## src/rtl/lc3b_types.sv

```systemverilog
// lc3b_types: LC-3b word type plus the memory-access FSM states and byte-lane codes
// shared by mem_access_ctrl, its bus interface and the load formatter.
package lc3b_types;

    typedef logic [15:0] lc3b_word;

    typedef enum logic [1:0] {
        MA_IDLE   = 2'd0,
        MA_IND_RD = 2'd1,
        MA_ACC    = 2'd2
    } mem_state_e;

    localparam logic [1:0] BE_NONE = 2'b00;
    localparam logic [1:0] BE_LO   = 2'b01;
    localparam logic [1:0] BE_HI   = 2'b10;
    localparam logic [1:0] BE_WORD = 2'b11;

    // Word accesses always present an even address to memory.
    function automatic lc3b_word word_align(input lc3b_word a);
        return a & 16'hFFFE;
    endfunction

endpackage

```

## src/rtl/mem_access_ctrl_if.sv

```systemverilog
// mem_access_ctrl_if: data-memory bus between the MEM-stage controller (master)
// and the data memory (slave). d_resp is a one-cycle completion pulse.
interface mem_access_ctrl_if;
    import lc3b_types::*;

    logic       d_read;
    logic       d_write;
    lc3b_word   d_addr;
    lc3b_word   d_wdata;
    logic [1:0] d_byte_en;
    logic       d_resp;
    lc3b_word   d_rdata;

    modport master (
        output d_read, d_write, d_addr, d_wdata, d_byte_en,
        input  d_resp, d_rdata
    );

    modport slave (
        input  d_read, d_write, d_addr, d_wdata, d_byte_en,
        output d_resp, d_rdata
    );

endinterface

```

## src/rtl/mem_load_fmt.sv

```systemverilog
// mem_load_fmt: combinational load formatter. Word loads pass through; byte loads
// pick the lane selected by the address LSB and sign-extend it to 16 bits.
module mem_load_fmt
    import lc3b_types::*;
(
    input  lc3b_word d_rdata,
    input  logic     addr_lsb,
    input  logic     byte_op,
    output lc3b_word mdr
);

    logic [7:0] byte_sel;

    // Lane select and sign extension
    always_comb begin
        byte_sel = addr_lsb ? d_rdata[15:8] : d_rdata[7:0];
        mdr      = byte_op ? {{8{byte_sel[7]}}, byte_sel} : d_rdata;
    end

endmodule

```

## src/rtl/mem_access_ctrl.sv

```systemverilog
// mem_access_ctrl: LC-3b MEM-stage data-memory controller. Handles direct and
// indirect (pointer-then-data) loads/stores, byte lanes and pipeline stall.
// Optional feature: define MEM_STALL_CNT_EN to enable the saturating stall-cycle
// counter on stall_cycles; otherwise stall_cycles is tied to zero.
module mem_access_ctrl
    import lc3b_types::*;
(
    input  logic                clk,
    input  logic                reset,
    input  logic                valid_in,
    input  logic                mem_read_in,
    input  logic                mem_write_in,
    input  logic                indirect_in,
    input  logic                byte_op_in,
    input  lc3b_word            addr_in,
    input  lc3b_word            wdata_in,
    mem_access_ctrl_if.master   dmem,
    output lc3b_word            mdr_out,
    output logic                indirect_out,
    output logic                load_mem_wb,
    output logic                stall,
    output logic [15:0]         stall_cycles
);

    mem_state_e state_q, state_d;
    lc3b_word   ptr_q, ptr_d;
    logic       mem_op;
    lc3b_word   eff_addr;
    lc3b_word   fmt_data;

    assign mem_op   = mem_read_in | mem_write_in;
    // The second access of an indirect op goes to the fetched pointer.
    assign eff_addr = indirect_in ? ptr_q : addr_in;

    mem_load_fmt u_load_fmt (
        .d_rdata  (dmem.d_rdata),
        .addr_lsb (eff_addr[0]),
        .byte_op  (byte_op_in),
        .mdr      (fmt_data)
    );

    // State and pointer registers
    always_ff @(posedge clk) begin
        if (reset) begin
            state_q <= MA_IDLE;
            ptr_q   <= '0;
        end else begin
            state_q <= state_d;
            ptr_q   <= ptr_d;
        end
    end

    // Next-state selection and pointer capture on the indirect read response
    always_comb begin
        state_d = state_q;
        ptr_d   = ptr_q;
        case (state_q)
            MA_IDLE: begin
                if (valid_in && mem_op)
                    state_d = indirect_in ? MA_IND_RD : MA_ACC;
            end
            MA_IND_RD: begin
                if (dmem.d_resp) begin
                    ptr_d   = dmem.d_rdata;
                    state_d = MA_ACC;
                end
            end
            MA_ACC: begin
                if (dmem.d_resp)
                    state_d = MA_IDLE;
            end
            default: state_d = MA_IDLE;
        endcase
    end

    // Bus strobes, stall/load handshake and formatted load data per state
    always_comb begin
        dmem.d_read    = 1'b0;
        dmem.d_write   = 1'b0;
        dmem.d_addr    = '0;
        dmem.d_wdata   = '0;
        dmem.d_byte_en = BE_NONE;
        mdr_out        = '0;
        indirect_out   = 1'b0;
        load_mem_wb    = 1'b0;
        stall          = 1'b0;
        case (state_q)
            MA_IDLE: begin
                // A new memory op spends one cycle here before touching the bus.
                if (valid_in && mem_op)
                    stall = 1'b1;
                else
                    load_mem_wb = 1'b1;
            end
            MA_IND_RD: begin
                // Pointer fetch is always a full word, regardless of byte_op_in.
                dmem.d_read    = 1'b1;
                dmem.d_addr    = word_align(addr_in);
                dmem.d_byte_en = BE_WORD;
                stall          = 1'b1;
            end
            MA_ACC: begin
                dmem.d_read  = mem_read_in;
                dmem.d_write = mem_write_in & ~mem_read_in;
                if (byte_op_in) begin
                    dmem.d_addr    = eff_addr;
                    dmem.d_wdata   = {wdata_in[7:0], wdata_in[7:0]};
                    dmem.d_byte_en = eff_addr[0] ? BE_HI : BE_LO;
                end else begin
                    dmem.d_addr    = word_align(eff_addr);
                    dmem.d_wdata   = wdata_in;
                    dmem.d_byte_en = BE_WORD;
                end
                if (dmem.d_resp) begin
                    load_mem_wb  = 1'b1;
                    indirect_out = indirect_in;
                    if (mem_read_in)
                        mdr_out = fmt_data;
                end else begin
                    stall = 1'b1;
                end
            end
            default: ;
        endcase
    end

`ifdef MEM_STALL_CNT_EN
    logic [15:0] stall_cnt_q, stall_cnt_d;

    // Saturating count of stalled cycles
    always_comb begin
        stall_cnt_d = stall_cnt_q;
        if (stall && (stall_cnt_q != 16'hFFFF))
            stall_cnt_d = stall_cnt_q + 16'd1;
    end

    // Stall counter register
    always_ff @(posedge clk) begin
        if (reset)
            stall_cnt_q <= '0;
        else
            stall_cnt_q <= stall_cnt_d;
    end

    assign stall_cycles = stall_cnt_q;
`else
    assign stall_cycles = 16'h0000;
`endif

endmodule

```

## src/flat_wrapper.sv

```systemverilog
// flat-port wrapper written by rule: the top's interface ports become plain ports
module mem_access_ctrl_flat import lc3b_types::*;
  (clk, reset, valid_in, mem_read_in, mem_write_in, indirect_in, byte_op_in, addr_in, wdata_in, mdr_out, indirect_out, load_mem_wb, stall, stall_cycles, dmem_d_read, dmem_d_write, dmem_d_addr, dmem_d_wdata, dmem_d_byte_en, dmem_d_resp, dmem_d_rdata);
  mem_access_ctrl_if dmem_i ();
  input  logic clk;
  input  logic reset;
  input  logic valid_in;
  input  logic mem_read_in;
  input  logic mem_write_in;
  input  logic indirect_in;
  input  logic byte_op_in;
  input  lc3b_word addr_in;
  input  lc3b_word wdata_in;
  output lc3b_word mdr_out;
  output logic indirect_out;
  output logic load_mem_wb;
  output logic stall;
  output logic [15:0] stall_cycles;
  output wire logic [$bits(dmem_i.d_read)-1:0] dmem_d_read;
  output wire logic [$bits(dmem_i.d_write)-1:0] dmem_d_write;
  output wire logic [$bits(dmem_i.d_addr)-1:0] dmem_d_addr;
  output wire logic [$bits(dmem_i.d_wdata)-1:0] dmem_d_wdata;
  output wire logic [$bits(dmem_i.d_byte_en)-1:0] dmem_d_byte_en;
  input wire logic [$bits(dmem_i.d_resp)-1:0] dmem_d_resp;
  input wire logic [$bits(dmem_i.d_rdata)-1:0] dmem_d_rdata;
  assign dmem_d_read = dmem_i.d_read;
  assign dmem_d_write = dmem_i.d_write;
  assign dmem_d_addr = dmem_i.d_addr;
  assign dmem_d_wdata = dmem_i.d_wdata;
  assign dmem_d_byte_en = dmem_i.d_byte_en;
  assign dmem_i.d_resp = dmem_d_resp;
  assign dmem_i.d_rdata = dmem_d_rdata;
  mem_access_ctrl u_core (.clk(clk), .reset(reset), .valid_in(valid_in), .mem_read_in(mem_read_in), .mem_write_in(mem_write_in), .indirect_in(indirect_in), .byte_op_in(byte_op_in), .addr_in(addr_in), .wdata_in(wdata_in), .dmem(dmem_i), .mdr_out(mdr_out), .indirect_out(indirect_out), .load_mem_wb(load_mem_wb), .stall(stall), .stall_cycles(stall_cycles));
endmodule
```

## config.mk

```make
export PLATFORM = sky130hd
export DESIGN_NAME = mem_access_ctrl_flat
export DESIGN_NICKNAME = d
export VERILOG_FILES = /design/src/rtl/lc3b_types.sv /design/src/rtl/mem_access_ctrl_if.sv /design/src/rtl/mem_load_fmt.sv /design/src/rtl/mem_access_ctrl.sv /design/src/flat_wrapper.sv
export SDC_FILE = /design/constraint.sdc
export NUM_CORES = 1
export LEC_CHECK = 0
export ABC_AREA = 1
export CAP_MARGIN = 20
export CORE_ASPECT_RATIO = 0.6
export CORE_MARGIN = 2
export CORE_UTILIZATION = 31
export CTS_BUF_LIST = sky130_fd_sc_hd__clkbuf_16
export CTS_CLUSTER_DIAMETER = 150
export DETAILED_ROUTE_END_ITERATION = 8
export PLACE_DENSITY = 0.77
export SETUP_SLACK_MARGIN = 0.2
export SYNTH_ARGS = -nofsm -noshare
export SYNTH_HDL_FRONTEND = slang
export SYNTH_SLANG_ARGS = --single-unit
export TNS_END_PERCENT = 5
```

## constraint.sdc

```tcl
create_clock -name clk -period 1.6 [get_ports clk]
set_input_delay 0.32 -clock clk [delete_from_list [all_inputs] [get_ports clk]]
set_output_delay 0.32 -clock clk [all_outputs]
set_load 0.02 [all_outputs]
```

==> reports/results.tsv <==
stage	metric	value	unit
pwr	VDD IR max	0.000420	V
place	Final GP Congestion	0.865	
cts	CTS Buf Count	3	
hold_path	Hold Startpoint	u_core.ptr_q[2]$_SDFFE_PP0P_	
cts	H-tree depth	1	
global_routing	GRT Resource Usage Total	22.4	%
synth	Yosys cell types	24	
die	Core Rows	20	
outcome	failing checks	negative setup slack	
global_routing	Congestion Overflow GR	0	
worst_setup_path	critical path arrival	1.58	ns
synth	Avg Synthesized Cell Area	6.05	µm²
cells_and_area	n_diodes	0	
cts	worst-skew pair later-pin latency	0.25	ns
die	Core Region	5180	µm²
timing	Max Slew Vio Count	0	
route	final wirelength	6670	µm
die	Starting Density	32.8	%
global_routing	initial antenna violation count	0	
timing	RSZ-0062 raised after global routing	yes	
cts	CTS Buffer Depth	2	
cells_and_area	fin cells	486	
route	via count	2244	
route	vias per inst	4.62	
timing	fmax	526	MHz
place	cell count after placement	478	
timing	Clock Skew	0.00182	ns
route	first-pass iteration count of the detailed router	4	
route	drt drc	0	
timing	Hold Worst Slack	0.484	ns
job	max_cap viols	0	
synth	Yosys reg bits	18	
route	DR iter-0 viols	70	
global_routing	first-pass GRT wire length	10800	µm
place	Port Buf Inserts	110	
global_routing	GR Layer Usage met1	29.1	%
place	pre-CTS setup slack	-0.911	ns
cells_and_area	area grow syn2layout	106	%
worst_setup_path	worst endpoint required time	1.28	ns
cells_and_area	nets	481	
synth	Mapped Cells	281	
worst_setup_path	crit-path cells	inv_4 -> ha_4 -> nand2_4 -> inv_8 -> clkbuf_16 -> nand3_1 -> o21ai_4 -> buf_6	
synth	Ys Warns	0	
timing	post-layout minimum cycle time	1.90	ns
hold_path	Hold Path End	u_core.ptr_q[2]$_SDFFE_PP0P_	
synth	Post-Syn Area	1700	µm²
worst_setup_path	Setup CP Type	reg2out	
pwr	P per Cell Area	829	nW/µm²
die	Die Wd	99.6	µm
outcome	outcome	finished, violations left	
global_routing	met3 Usage GRT	4.77	%
cts	hold buffer count at CTS	0	
hold_path	Hold Crit Class	reg2reg	
worst_setup_path	worst-path maximum fanout	5	
route	routed len/inst	13.7	µm
global_routing	GRT busiest layer	met2	
timing	Setup violations, final	46	
worst_setup_path	Crit-path slowest cell	dfxtp_4	
timing	Final Hold Vio Count	0	
pwr	Pwr Total	0.00290	W
route	Detail Route Antenna Nets	0	
die	Die H	61.4	µm
timing	final setup margin	-0.302	ns
cts	clk root buf	clkbuf_16	
worst_setup_path	worst flop-to-flop path endpoint	u_core.ptr_q[9]$_SDFFE_PP0P_	
synth	sequential area share after synthesis	21.2	%
worst_setup_path	R2R Setup Slk	0.12	ns
timing	final worst path period share	119	%
pwr	Pleak	1.67	nW
place	HPWL Detailed	5230	µm
die	Die Footprint	6110	µm²
worst_setup_path	Worst Reg-to-Reg Cells	8	
die	Ports	127	
global_routing	met2 usage	39.8	%
cts	clock-pin slew on the worst setup and hold paths	0.05	ns
cts	clk sinks	18	
worst_setup_path	nature of the critical path endpoint	primary output	
worst_setup_path	Worst setup SP type	flop	
cells_and_area	share of cells above drive strength 1	38.1	%
worst_setup_path	reg2reg start	u_core.state_q[0]$_SDFFE_PP0P_	
global_routing	number of global-route vias before repair	2277	
timing	setup TNS	-9.32	ns
worst_setup_path	largest stage delay on the critical path	0.38	ns
hold_path	Hold Path Depth	2	
cts	CTS tree	done	
global_routing	largest net degree at the start of global routing	19	
kinds of logic (layout without fill, tap and decap cells):
logic type / Yosys count / count (layout) / synth area share (%)
DFF: 18 / 18 / 21.2
and+or+nand+nor: 141 / 142 / 38.8
adders and majority gates: 4 / 4 / 2.94
buffers and inverters: 59 / 182 / 19.4
other: 1 / 16 / 0.221
AOI/OAI and AO/OA: 58 / 58 / 17.4
stage by stage:
step | utilization, % | instance area (µm²)
final | 67.5 | 3490
after global routing | 67.5 | 3490
after CTS | 65.7 | 3410
after detailed placement | 62.0 | 3210
after global placement | 62.0 | 3210
after floorplan | - | 1930
placed cells by master, fill, tap and decap left out, types with 2 or more instances in the layout:
| master | netlist | routed |
|---|---|---|
| a21oi_1 | 8 | 7 |
| nand2_2 | 1 | 2 |
| nand2_8 | 2 | 3 |
| buf_6 | 3 | 30 |
| nand2_1 | 27 | 23 |
| o21ai_1 | 0 | 4 |
| nor2_4 | 0 | 9 |
| dlygate4sd2_1 | 0 | 5 |
| nand3_1 | 21 | 14 |
| buf_8 | 0 | 2 |
| o21ai_2 | 0 | 8 |
| o21ai_0 | 48 | 27 |
| nand2_4 | 4 | 7 |
| inv_4 | 0 | 3 |
| conb_1 | 1 | 16 |
| inv_8 | 0 | 2 |
| inv_1 | 27 | 21 |
| clkbuf_16 | 0 | 4 |
| ha_4 | 0 | 2 |
| buf_4 | 20 | 52 |
| nand3_2 | 0 | 7 |
| clkdlybuf4s50_1 | 0 | 50 |
| buf_12 | 0 | 6 |
| dfxtp_1 | 18 | 16 |
| o21ai_4 | 0 | 9 |
| nor2_2 | 8 | 2 |
| nor2_1 | 76 | 73 |
| inv_2 | 3 | 4 |
Yosys cell counts:
library cell	count	area, µm²
a21oi_1	8	40.0
a21oi_2	1	8.76
buf_1	1	3.75
buf_2	1	5.00
buf_4	20	150
buf_6	3	33.8
clkbuf_1	2	7.51
conb_1	1	3.75
dfxtp_1	18	360
ha_1	4	50.1
inv_1	27	101
inv_2	3	11.3
inv_6	2	17.5
nand2_1	27	101
nand2_2	1	6.26
nand2_4	4	45.0
nand2_8	2	40.0
nand3_1	21	105
nand4_1	1	6.26
nor2_1	76	285
nor2_2	8	50.1
nor2_8	1	20.0
o211ai_1	1	7.51
o21ai_0	48	240
cell type report:
cell class	count	area, µm²
clock buffer	3	75.1
clock inverter	1	3.75
fill	452	1690
inverter	32	151
multi-input combinational	220	1370
sequential	18	365
tap	66	82.6
timing repair buffer	146	1450
worst max-delay path by stage:
stage | startpoint | endpoint | slack (ns) | cells after the start
detailed placement | indirect_in | dmem_d_addr[12] | -0.91 | 6
floorplan | u_core.state_q[1]$_SDFFE_PP0P_ | dmem_d_addr[12] | -0.10 | 6
CTS | u_core.state_q[1]$_SDFFE_PP0P_ | dmem_d_addr[10] | -0.30 | 8
global route | u_core.state_q[1]$_SDFFE_PP0P_ | dmem_d_addr[5] | -0.38 | 8
global placement | indirect_in | dmem_d_addr[12] | -0.87 | 6
finish | u_core.state_q[1]$_SDFFE_PP0P_ | dmem_d_addr[5] | -0.30 | 8
state kept, by name, indices dropped and copies added (netlist names):
name and flops:
u_core.ptr_q 16, u_core.state_q 2
where the power goes:
part | internal [W] | total (W) | switching (W)
sequential | 0.000509 | 0.000556 | 0.0000473
combinational | 0.000864 | 0.00183 | 0.000965
clock | 0.000333 | 0.000510 | 0.000177
what timing repair did:
item / CTS / global route
endpoints found under the setup margin: 71 / 73
pin swaps: 15 / 4
buffers inserted: 2 / 0
resized for setup: 317 / 49
cloned: 1 / 1
worst max-delay path, delay by kind of cell, from the launching register on:
| kind | cells | cell delay, ns |
|---|---|---|
| buffers and inverters | 4 | 0.40 |
| DFF | 1 | 0.38 |
| adders and majority gates | 1 | 0.28 |
| and+or+nand+nor | 2 | 0.18 |
| AOI/OAI and AO/OA | 1 | 0.09 |
per-layer routing:
layer,routed length (µm),vias up,part of all wire (%)
met2,3210,73,48
li1,-,1143,-
met1,3000,1024,45
met5,0,-,0
met4,29,0,0.44
met3,422,4,6.3
(Power assumes the default switching activity.)
